## config.mk

```make
export PLATFORM = sky130hd
export DESIGN_NAME = lifo_arbiter
export DESIGN_NICKNAME = d
export VERILOG_FILES = /design/src/rtl/lifo_arb_pkg.sv /design/src/rtl/lifo_arbiter_rr_picker.sv /design/src/rtl/lifo_arbiter.sv
export SDC_FILE = /design/constraint.sdc
export NUM_CORES = 1
export LEC_CHECK = 0
export ABC_AREA = 0
export BUFFER_PORTS_ARGS = -buffer_cell sky130_fd_sc_hd__buf_2
export CAP_MARGIN = 20
export CORE_MARGIN = 1.5
export CORE_UTILIZATION = 50
export CTS_CLUSTER_DIAMETER = 60
export CTS_CLUSTER_SIZE = 24
export DETAILED_ROUTE_END_ITERATION = 10
export PLACE_DENSITY = 0.8
export SYNTH_ARGS = -nofsm -noshare
export SYNTH_HDL_FRONTEND = slang
export SYNTH_SLANG_ARGS = --single-unit
export TNS_END_PERCENT = 20
```

## constraint.sdc

```tcl
create_clock -name clk_i -period 4.9 [get_ports clk_i]
set_input_delay 0.245 -clock clk_i [delete_from_list [all_inputs] [get_ports clk_i]]
set_output_delay 0.245 -clock clk_i [all_outputs]
set_load 0.005 [all_outputs]
```

## src/rtl/lifo_arb_pkg.sv

```systemverilog
// Shared types for the LIFO arbiter: FSM state encoding and client opcodes.
// Latency: none, declarations only.
// Backpressure: not applicable.
package lifo_arb_pkg;

    // Arbiter sequencing: IDLE arbitrates, PUSH/POP drive the LIFO strobe,
    // POP_CAP captures the read data the LIFO returns one cycle after a pop.
    typedef enum logic [1:0] {
        IDLE    = 2'd0,
        PUSH    = 2'd1,
        POP     = 2'd2,
        POP_CAP = 2'd3
    } state_t;

    // Per-client opcode carried on op_i.
    localparam logic OP_PUSH = 1'b0;
    localparam logic OP_POP  = 1'b1;

endpackage

```

## src/rtl/lifo_arbiter_rr_picker.sv

```systemverilog
// Round-robin picker: first set request at or after last_winner+1, wrapping.
// Latency: purely combinational.
// Backpressure: none; the caller decides when the pick is consumed.
module rr_picker #(
    parameter int NUM_REQ = 4,
    parameter int IW      = (NUM_REQ > 1) ? $clog2(NUM_REQ) : 1
) (
    input  logic [NUM_REQ-1:0] req,
    input  logic [IW-1:0]      last_winner,
    output logic [NUM_REQ-1:0] onehot,
    output logic [IW-1:0]      idx,
    output logic               any
);

    logic [IW:0]   sum;
    logic [IW-1:0] cand;

    // Walk offsets 1..NUM_REQ from the last winner; the last winner itself is
    // visited last so a lone requester can still win back-to-back.
    always_comb begin
        onehot = '0;
        idx    = '0;
        any    = 1'b0;
        sum    = '0;
        cand   = '0;
        for (int i = 1; i <= NUM_REQ; i++) begin
            sum = {1'b0, last_winner} + (IW+1)'(i);
            if (sum >= (IW+1)'(NUM_REQ)) begin
                sum = sum - (IW+1)'(NUM_REQ);
            end
            cand = sum[IW-1:0];
            if (!any && req[cand]) begin
                any          = 1'b1;
                onehot[cand] = 1'b1;
                idx          = cand;
            end
        end
    end

endmodule

```

## src/rtl/lifo_arbiter.sv

```systemverilog
// Arbitrates NUM_REQ clients onto one shared LIFO, one push or pop at a time.
// Latency: grant/strobe one cycle after the request is seen in IDLE; pop data valid three cycles after.
// Backpressure: requests that would overflow/underflow the LIFO are held until the flag clears.
module lifo_arbiter
    import lifo_arb_pkg::*;
#(
    parameter int NUM_REQ = 4,
    parameter int DWIDTH  = 8
) (
    input  logic                      clk_i,
    input  logic                      arst_i,
    input  logic [NUM_REQ-1:0]        req_i,
    input  logic [NUM_REQ-1:0]        op_i,
    input  logic [NUM_REQ*DWIDTH-1:0] data_i,
    output logic [NUM_REQ-1:0]        gnt_o,
    output logic [NUM_REQ-1:0]        rvalid_o,
    output logic [DWIDTH-1:0]         rdata_o,
    output logic                      lifo_wrreq_o,
    output logic                      lifo_rdreq_o,
    output logic [DWIDTH-1:0]         lifo_data_o,
    input  logic                      lifo_empty_i,
    input  logic                      lifo_full_i,
    input  logic [DWIDTH-1:0]         lifo_q_i,
    output logic                      busy_o
);

    localparam int IW = (NUM_REQ > 1) ? $clog2(NUM_REQ) : 1;

    state_t               state;
    logic [IW-1:0]        last_winner;
    logic [NUM_REQ-1:0]   win_oh;
    logic [NUM_REQ-1:0]   elig;
    logic [NUM_REQ-1:0]   pick_oh;
    logic [IW-1:0]        pick_idx;
    logic                 pick_any;
    logic                 pick_op;
    logic [DWIDTH-1:0]    pick_data;

    // A request only competes if the LIFO can actually serve its opcode now.
    always_comb begin
        elig = '0;
        for (int k = 0; k < NUM_REQ; k++) begin
            elig[k] = req_i[k] &
                      (((op_i[k] == OP_PUSH) && !lifo_full_i) ||
                       ((op_i[k] == OP_POP)  && !lifo_empty_i));
        end
    end

    rr_picker #(
        .NUM_REQ (NUM_REQ),
        .IW      (IW)
    ) u_picker (
        .req         (elig),
        .last_winner (last_winner),
        .onehot      (pick_oh),
        .idx         (pick_idx),
        .any         (pick_any)
    );

    assign pick_op   = op_i[pick_idx];
    assign pick_data = data_i[pick_idx*DWIDTH +: DWIDTH];

    // busy follows the state register directly, so it is glitch-free.
    assign busy_o = (state != IDLE);

    // Sequencer: all strobes and pulses are registered one cycle ahead of the
    // state they belong to, so they coincide with PUSH/POP/the cycle after POP_CAP.
    always_ff @(posedge clk_i or posedge arst_i) begin
        if (arst_i) begin
            state        <= IDLE;
            last_winner  <= IW'(NUM_REQ - 1);
            win_oh       <= '0;
            gnt_o        <= '0;
            rvalid_o     <= '0;
            rdata_o      <= '0;
            lifo_wrreq_o <= 1'b0;
            lifo_rdreq_o <= 1'b0;
            lifo_data_o  <= '0;
        end else begin
            gnt_o        <= '0;
            rvalid_o     <= '0;
            lifo_wrreq_o <= 1'b0;
            lifo_rdreq_o <= 1'b0;
            case (state)
                IDLE: begin
                    if (pick_any) begin
                        win_oh      <= pick_oh;
                        last_winner <= pick_idx;
                        gnt_o       <= pick_oh;
                        if (pick_op == OP_PUSH) begin
                            lifo_wrreq_o <= 1'b1;
                            lifo_data_o  <= pick_data;
                            state        <= PUSH;
                        end else begin
                            lifo_rdreq_o <= 1'b1;
                            state        <= POP;
                        end
                    end
                end
                PUSH: begin
                    state <= IDLE;
                end
                POP: begin
                    // LIFO read data arrives during POP_CAP.
                    state <= POP_CAP;
                end
                POP_CAP: begin
                    rdata_o  <= lifo_q_i;
                    rvalid_o <= win_oh;
                    state    <= IDLE;
                end
                default: begin
                    state <= IDLE;
                end
            endcase
        end
    end

endmodule
```

* After elaboration in Yosys (flattened, before gate mapping)
Cells that the tools add are included.
Word-level totals: register bits after elaboration 34, output and inout port bits 27, input port bits 52
Operators by class: equality and inequality tests 4, shifts and indexed selects 1, bitwise operators 12, order comparisons 13, add/sub/neg operators 8, reductions and logical operators 29, muxes and demuxes 46
Operators with widths (count):
- $shiftx A32 B6 Y8 | 1
- $mux W4 | 7
- $mux W2 | 10
- $mux W1 | 19
- $logic_and A1 B1 Y1 | 15
- $lt A2 B3 Y1 const B | 5
- $ge A3 B3 Y1 const B | 4
- $or A4 B4 Y4 | 3
- $bmux W1 S2 | 5
- $demux W1 S2 | 4
- $ge A2 B1 Y1 const B | 4
- $sub A2 B1 Y2 const B | 4
- $add A2 B2 Y3 const B | 2
- $pmux W2 S3 | 1
- $logic_not A1 Y1 | 5
- $not A1 Y1 | 5
- $and A1 B1 Y1 | 4
- $eq A2 B2 Y1 const B | 2
- $logic_or A1 B1 Y1 | 4
- $add A2 B1 Y3 const B | 1
- $add A2 B3 Y3 const B | 1
- $reduce_and A3 Y1 | 1
- $eq A2 B1 Y1 const B | 1
- $logic_not A2 Y1 | 1
- other kinds (4) | 4

* Logic depth before layout (Yosys ltp)
depth in word-level cells 21, depth in mapped cells 14, mapped depth without buffers 10

* By module
Synthesis repeated with hierarchy kept, for this count alone.
Second synthesis, totals: cells, all modules 166, area total of the unflattened synthesis 2063.2 um^2
By module, submodules not included:
- lifo_arbiter | area each 1537.7 um^2, instances 1, cells an instance 98
- rr_picker | area each 525.5 um^2, instances 1, cells an instance 68

* Worst setup path before layout
Ideal clock, no wire load.
path type register to register, start reg last_winner[0], end reg lifo_data_o[7], period minus slack after synthesis 3.637 ns, required time 4.773 ns, slack 1.263 ns, setup time 0.127 ns, stages on the path, launching flop included 14, path buffers 3, data arrival time 3.510 ns, cell sequence dfstp_2 -> inv_1 -> buf_1 -> ha_1 -> clkbuf_1 -> nand2_1 -> o221a_2 -> a211oi_1 -> nor2_1 -> o22ai_4 -> buf_6 -> mux2i_1 -> mux2i_1 -> mux2_1
On the way: cells in the longest elaborated chain, start to end 19, elaborated cells between the ends (all ways) 43, those cells by class add/sub: 8; order compare: 4; shift: 1; mux: 22; bitwise: 1; reduce/logical: 7
Ends and longest elaborated chain:
- start: declaration | RTL line lifo_arbiter.sv:30 | logic [IW-1:0] last_winner;
- start signal: assignment | RTL line lifo_arbiter.sv:71 | last_winner <= IW'(NUM_REQ - 1);
- start signal: assignment | RTL line lifo_arbiter.sv:88 | last_winner <= pick_idx;
- branches (longest 19 deep; another with $add A2 B1 Y3)
- end signal: assignment | RTL line lifo_arbiter.sv:92 | lifo_data_o <= pick_data;
- end: declaration | RTL line lifo_arbiter.sv:20 | output logic [DWIDTH-1:0] lifo_data_o,
Parallel ways; which one is timed is not known. The select of a mux whose other input is x is not followed. A chain may end at the register's enable or synchronous reset.

* Worst setup path after layout
start reg last_winner[1], end reg lifo_data_o[1]
The elaborated chain is that of the path after synthesis.

==> results.tsv <==
stage	metric	value	unit
status	status	finished clean	
sta	slew_headroom	32.4	%
finish	drive_above_1_share	42.0	%
grt	grtUsageTotal	21.7	%
sta	finalHoldViolCount	0	
cts	path_clk_slew	0.07	ns
finish	layout_common_cells	buf_2 (78), dfrtp_1 (32), mux2i_1 (28), mux2_2 (18), nor2_1 (13)	
yosys	synth_cell_types	46	
yosys	synth_area	2210	um^2
placed_design	io_buffers	78	
sta	slew_violations	0	
floorplanning	die_width	69.4	um
finish	seq_area	853	um^2
floorplanning	die_height	69.4	um
detailed_routing	dr.pass1.iters	4	
sta	tns	0	ns
power_and_ir_drop	power.density	702	nW/um^2
yosys	ys_warn_count	0	
grt	grt_use_met2	36.4	%
detailed_routing	drt-total-wl	4970	um
sta	skew	0.00331	ns
setup_path	reg2reg_from	last_winner[1]$_DFFE_PP1P_	
floorplanning	initial_core_util	53.6	%
cts	cts_buffer_depth	2	
finish	final_common_cell	buf_2	
hold_path	hp-class	input pin to async pin	
detailed_routing	ant_nets	0	
placed_design	gp_congestion	0.902	
setup_path	required	5.06	ns
grt	grt_overflow	0	
setup_path	endpoint_kind	register	
floorplanning	die_area	4820	um^2
placed_design	place_hpwl	3760	um
sta	finalSetupViolCount	0	
floorplanning	io_pins	79	
grt	grt_max_degree	35	
yosys	ys.flop_type	dfrtp_1	
yosys	synth-edff-count	0	
detailed_routing	drt_iter0_drc	102	
finish	syn_to_final_growth	24.1	%
cts	htreeDepth	2	
yosys	synth_seq_cells	34	
sta	max_freq	0.247	GHz
setup_path	crit_fanout	16	
cts	cts_tree	built	
finish	diodes	0	
yosys	synth_nets	263	
detailed_routing	routed_via_density	5.77	
cts	cts_hold_buf	0	
setup_path	r2r_setup_slack	0.85	ns
power_and_ir_drop	p_leak	1.36	nW
yosys	async_flop_share	100	%
sta	rsz0062_at_grt	false	
setup_path	criticalPathCategory	register to register	
finish	nFillCells	330	
detailed_routing	routedWlPerCell	14.9	um
finish	finalNetCount	342	
yosys	syn_avg_cell_area	10.9	um^2
sta	period_share	82.6	%
finish	fin_util	66.5	%
detailed_routing	route.vias.total	1923	
cts	cts_resized	0	
setup_path	startpoint_type	register	
grt	grt_first_pass_wirelength	8560	um
cts	post-cts-setup-buffers	0	
sta	final.min_clock_period	4.05	ns
grt	global_route.peak_usage_layer	met2	
grt	first_global_vias	1809	
cts	cts_root_buffer	clkbuf_8	
grt	antenna_found_initial	0	
cts	cts_sinks	34	
cts	clk_latency	0.27	ns
power_and_ir_drop	ir_worst_vdd	0.000407	V
grt	gr-usage-met3	4.80	%
sta	worstMarginPinSlew	1.01	ns
setup_path	cp.arrival	4.21	ns
detailed_routing	drc	0	
setup_path	rr_worst_depth	10	
floorplanning	num_rows	23	
cts	cts_buffers	5	
yosys	synthCells	203	
setup_path	timing.rr.end	lifo_data_o[1]$_DFFE_PP0P_	
finish	multi_input_area	1290	um^2
grt	grtUsageMet1	27.6	%
yosys	yosysSeqAreaShare	38.7	%
floorplanning	coreArea	4120	um^2
flow_run	drv_cap	0	
## Yosys cell counts, types with 2 or more instances
cell type | instances | share of area [%]
buf_6 | 2 | 1.0
nor2_1 | 13 | 2.2
nor2b_1 | 3 | 0.85
a21oi_1 | 6 | 1.4
inv_1 | 3 | 0.51
nand3_1 | 4 | 0.91
or2_2 | 2 | 0.57
o211ai_1 | 3 | 1.0
mux2i_1 | 28 | 13
ha_1 | 8 | 4.5
a21o_1 | 5 | 1.7
dfrtp_1 | 32 | 36
clkbuf_1 | 4 | 0.68
a221oi_1 | 5 | 2.0
mux2_2 | 18 | 9.2
a32oi_1 | 3 | 1.2
dfstp_2 | 2 | 2.4
nor3_1 | 2 | 0.45
and3_1 | 5 | 1.4
nand2b_1 | 4 | 1.1
a22oi_1 | 5 | 1.7
o22ai_1 | 3 | 0.85
mux2_1 | 2 | 1.0
nand2_1 | 12 | 2.0
o21ai_0 | 3 | 0.68
and2_1 | 6 | 1.7
## how the worst max path moves through the flow
stage	endpoint	from	cells after the start
floorplan	lifo_data_o[7]$_DFFE_PP0P_	last_winner[0]$_DFFE_PP1P_	13
global placement	lifo_data_o[2]$_DFFE_PP0P_	last_winner[0]$_DFFE_PP1P_	10
detailed placement	lifo_data_o[1]$_DFFE_PP0P_	last_winner[0]$_DFFE_PP1P_	10
CTS	lifo_data_o[1]$_DFFE_PP0P_	last_winner[0]$_DFFE_PP1P_	10
global route	lifo_data_o[1]$_DFFE_PP0P_	last_winner[1]$_DFFE_PP1P_	9
finish	lifo_data_o[1]$_DFFE_PP0P_	last_winner[1]$_DFFE_PP1P_	10
## layer usage
layer	share of wire (%)	wire length, um
met5	0	0
met4	1.4	70
met3	8.2	406
met2	49	2430
met1	42	2070
## sequential cells by signal, summed over array words and instances (netlist names)
register / count
last_winner: 2
gnt_o: 4
state: 2
lifo_rdreq_o: 1
lifo_wrreq_o: 1
win_oh: 4
lifo_data_o: 8
rdata_o: 8
rvalid_o: 4
## critical path: stages, from the launching register on
cell and delay [ns]:
dfstp_2 0.66, inv_1 0.18, ha_1 0.42, nor2b_1 0.14, a32oi_1 0.10, a221oi_2 0.88
nor2_1 0.27, o22ai_4 0.60, mux2i_1 0.27, mux2i_1 0.11, mux2_2 0.29
## cells by family after synthesis
group	Yosys count	share of synthesized area, %
buffers and inverters	12	2.78
AOI/OAI and AO/OA	46	17.5
and+or+nand+nor	53	12.5
adders and majority gates	8	4.54
DFF	34	38.7
xor gates and xnor gates	1	0.397
muxes	49	23.5
## final cells by class
type,instances,area share (%)
inverters,4,0.548
flip-flops and latches,34,31.2
repair buffers,80,14.8
clock buffers,8,4.02
multi-input cells,157,47.2
well taps,50,2.29
## per-stage QoR
| stage | instance area [um^2] | instances | power, W | setup WS, ns | hold slack (ns) |
|---|---|---|---|---|---|
| finish | 2740 | 333 | 0.00192 | 0.852 | 0.0604 |
| detailed placement | 2630 | 325 | 0.00169 | 0.894 | 0.374 |
| floorplan | 2210 | 203 | 0.00143 | 1.26 | 0.385 |
| global placement | 2630 | 325 | 0.00166 | 0.969 | 0.354 |
| global route | 2740 | 333 | 0.00208 | 0.544 | 0.0984 |
| CTS | 2740 | 333 | 0.00193 | 0.878 | 0.0699 |
## report_power, final
group	total, W	switching (W)	internal (W)
clock network	0.000235	0.0000928	0.000142
registers	0.000498	0.0000878	0.000411
logic	0.00119	0.000636	0.000553
(Power assumes the default switching activity.)
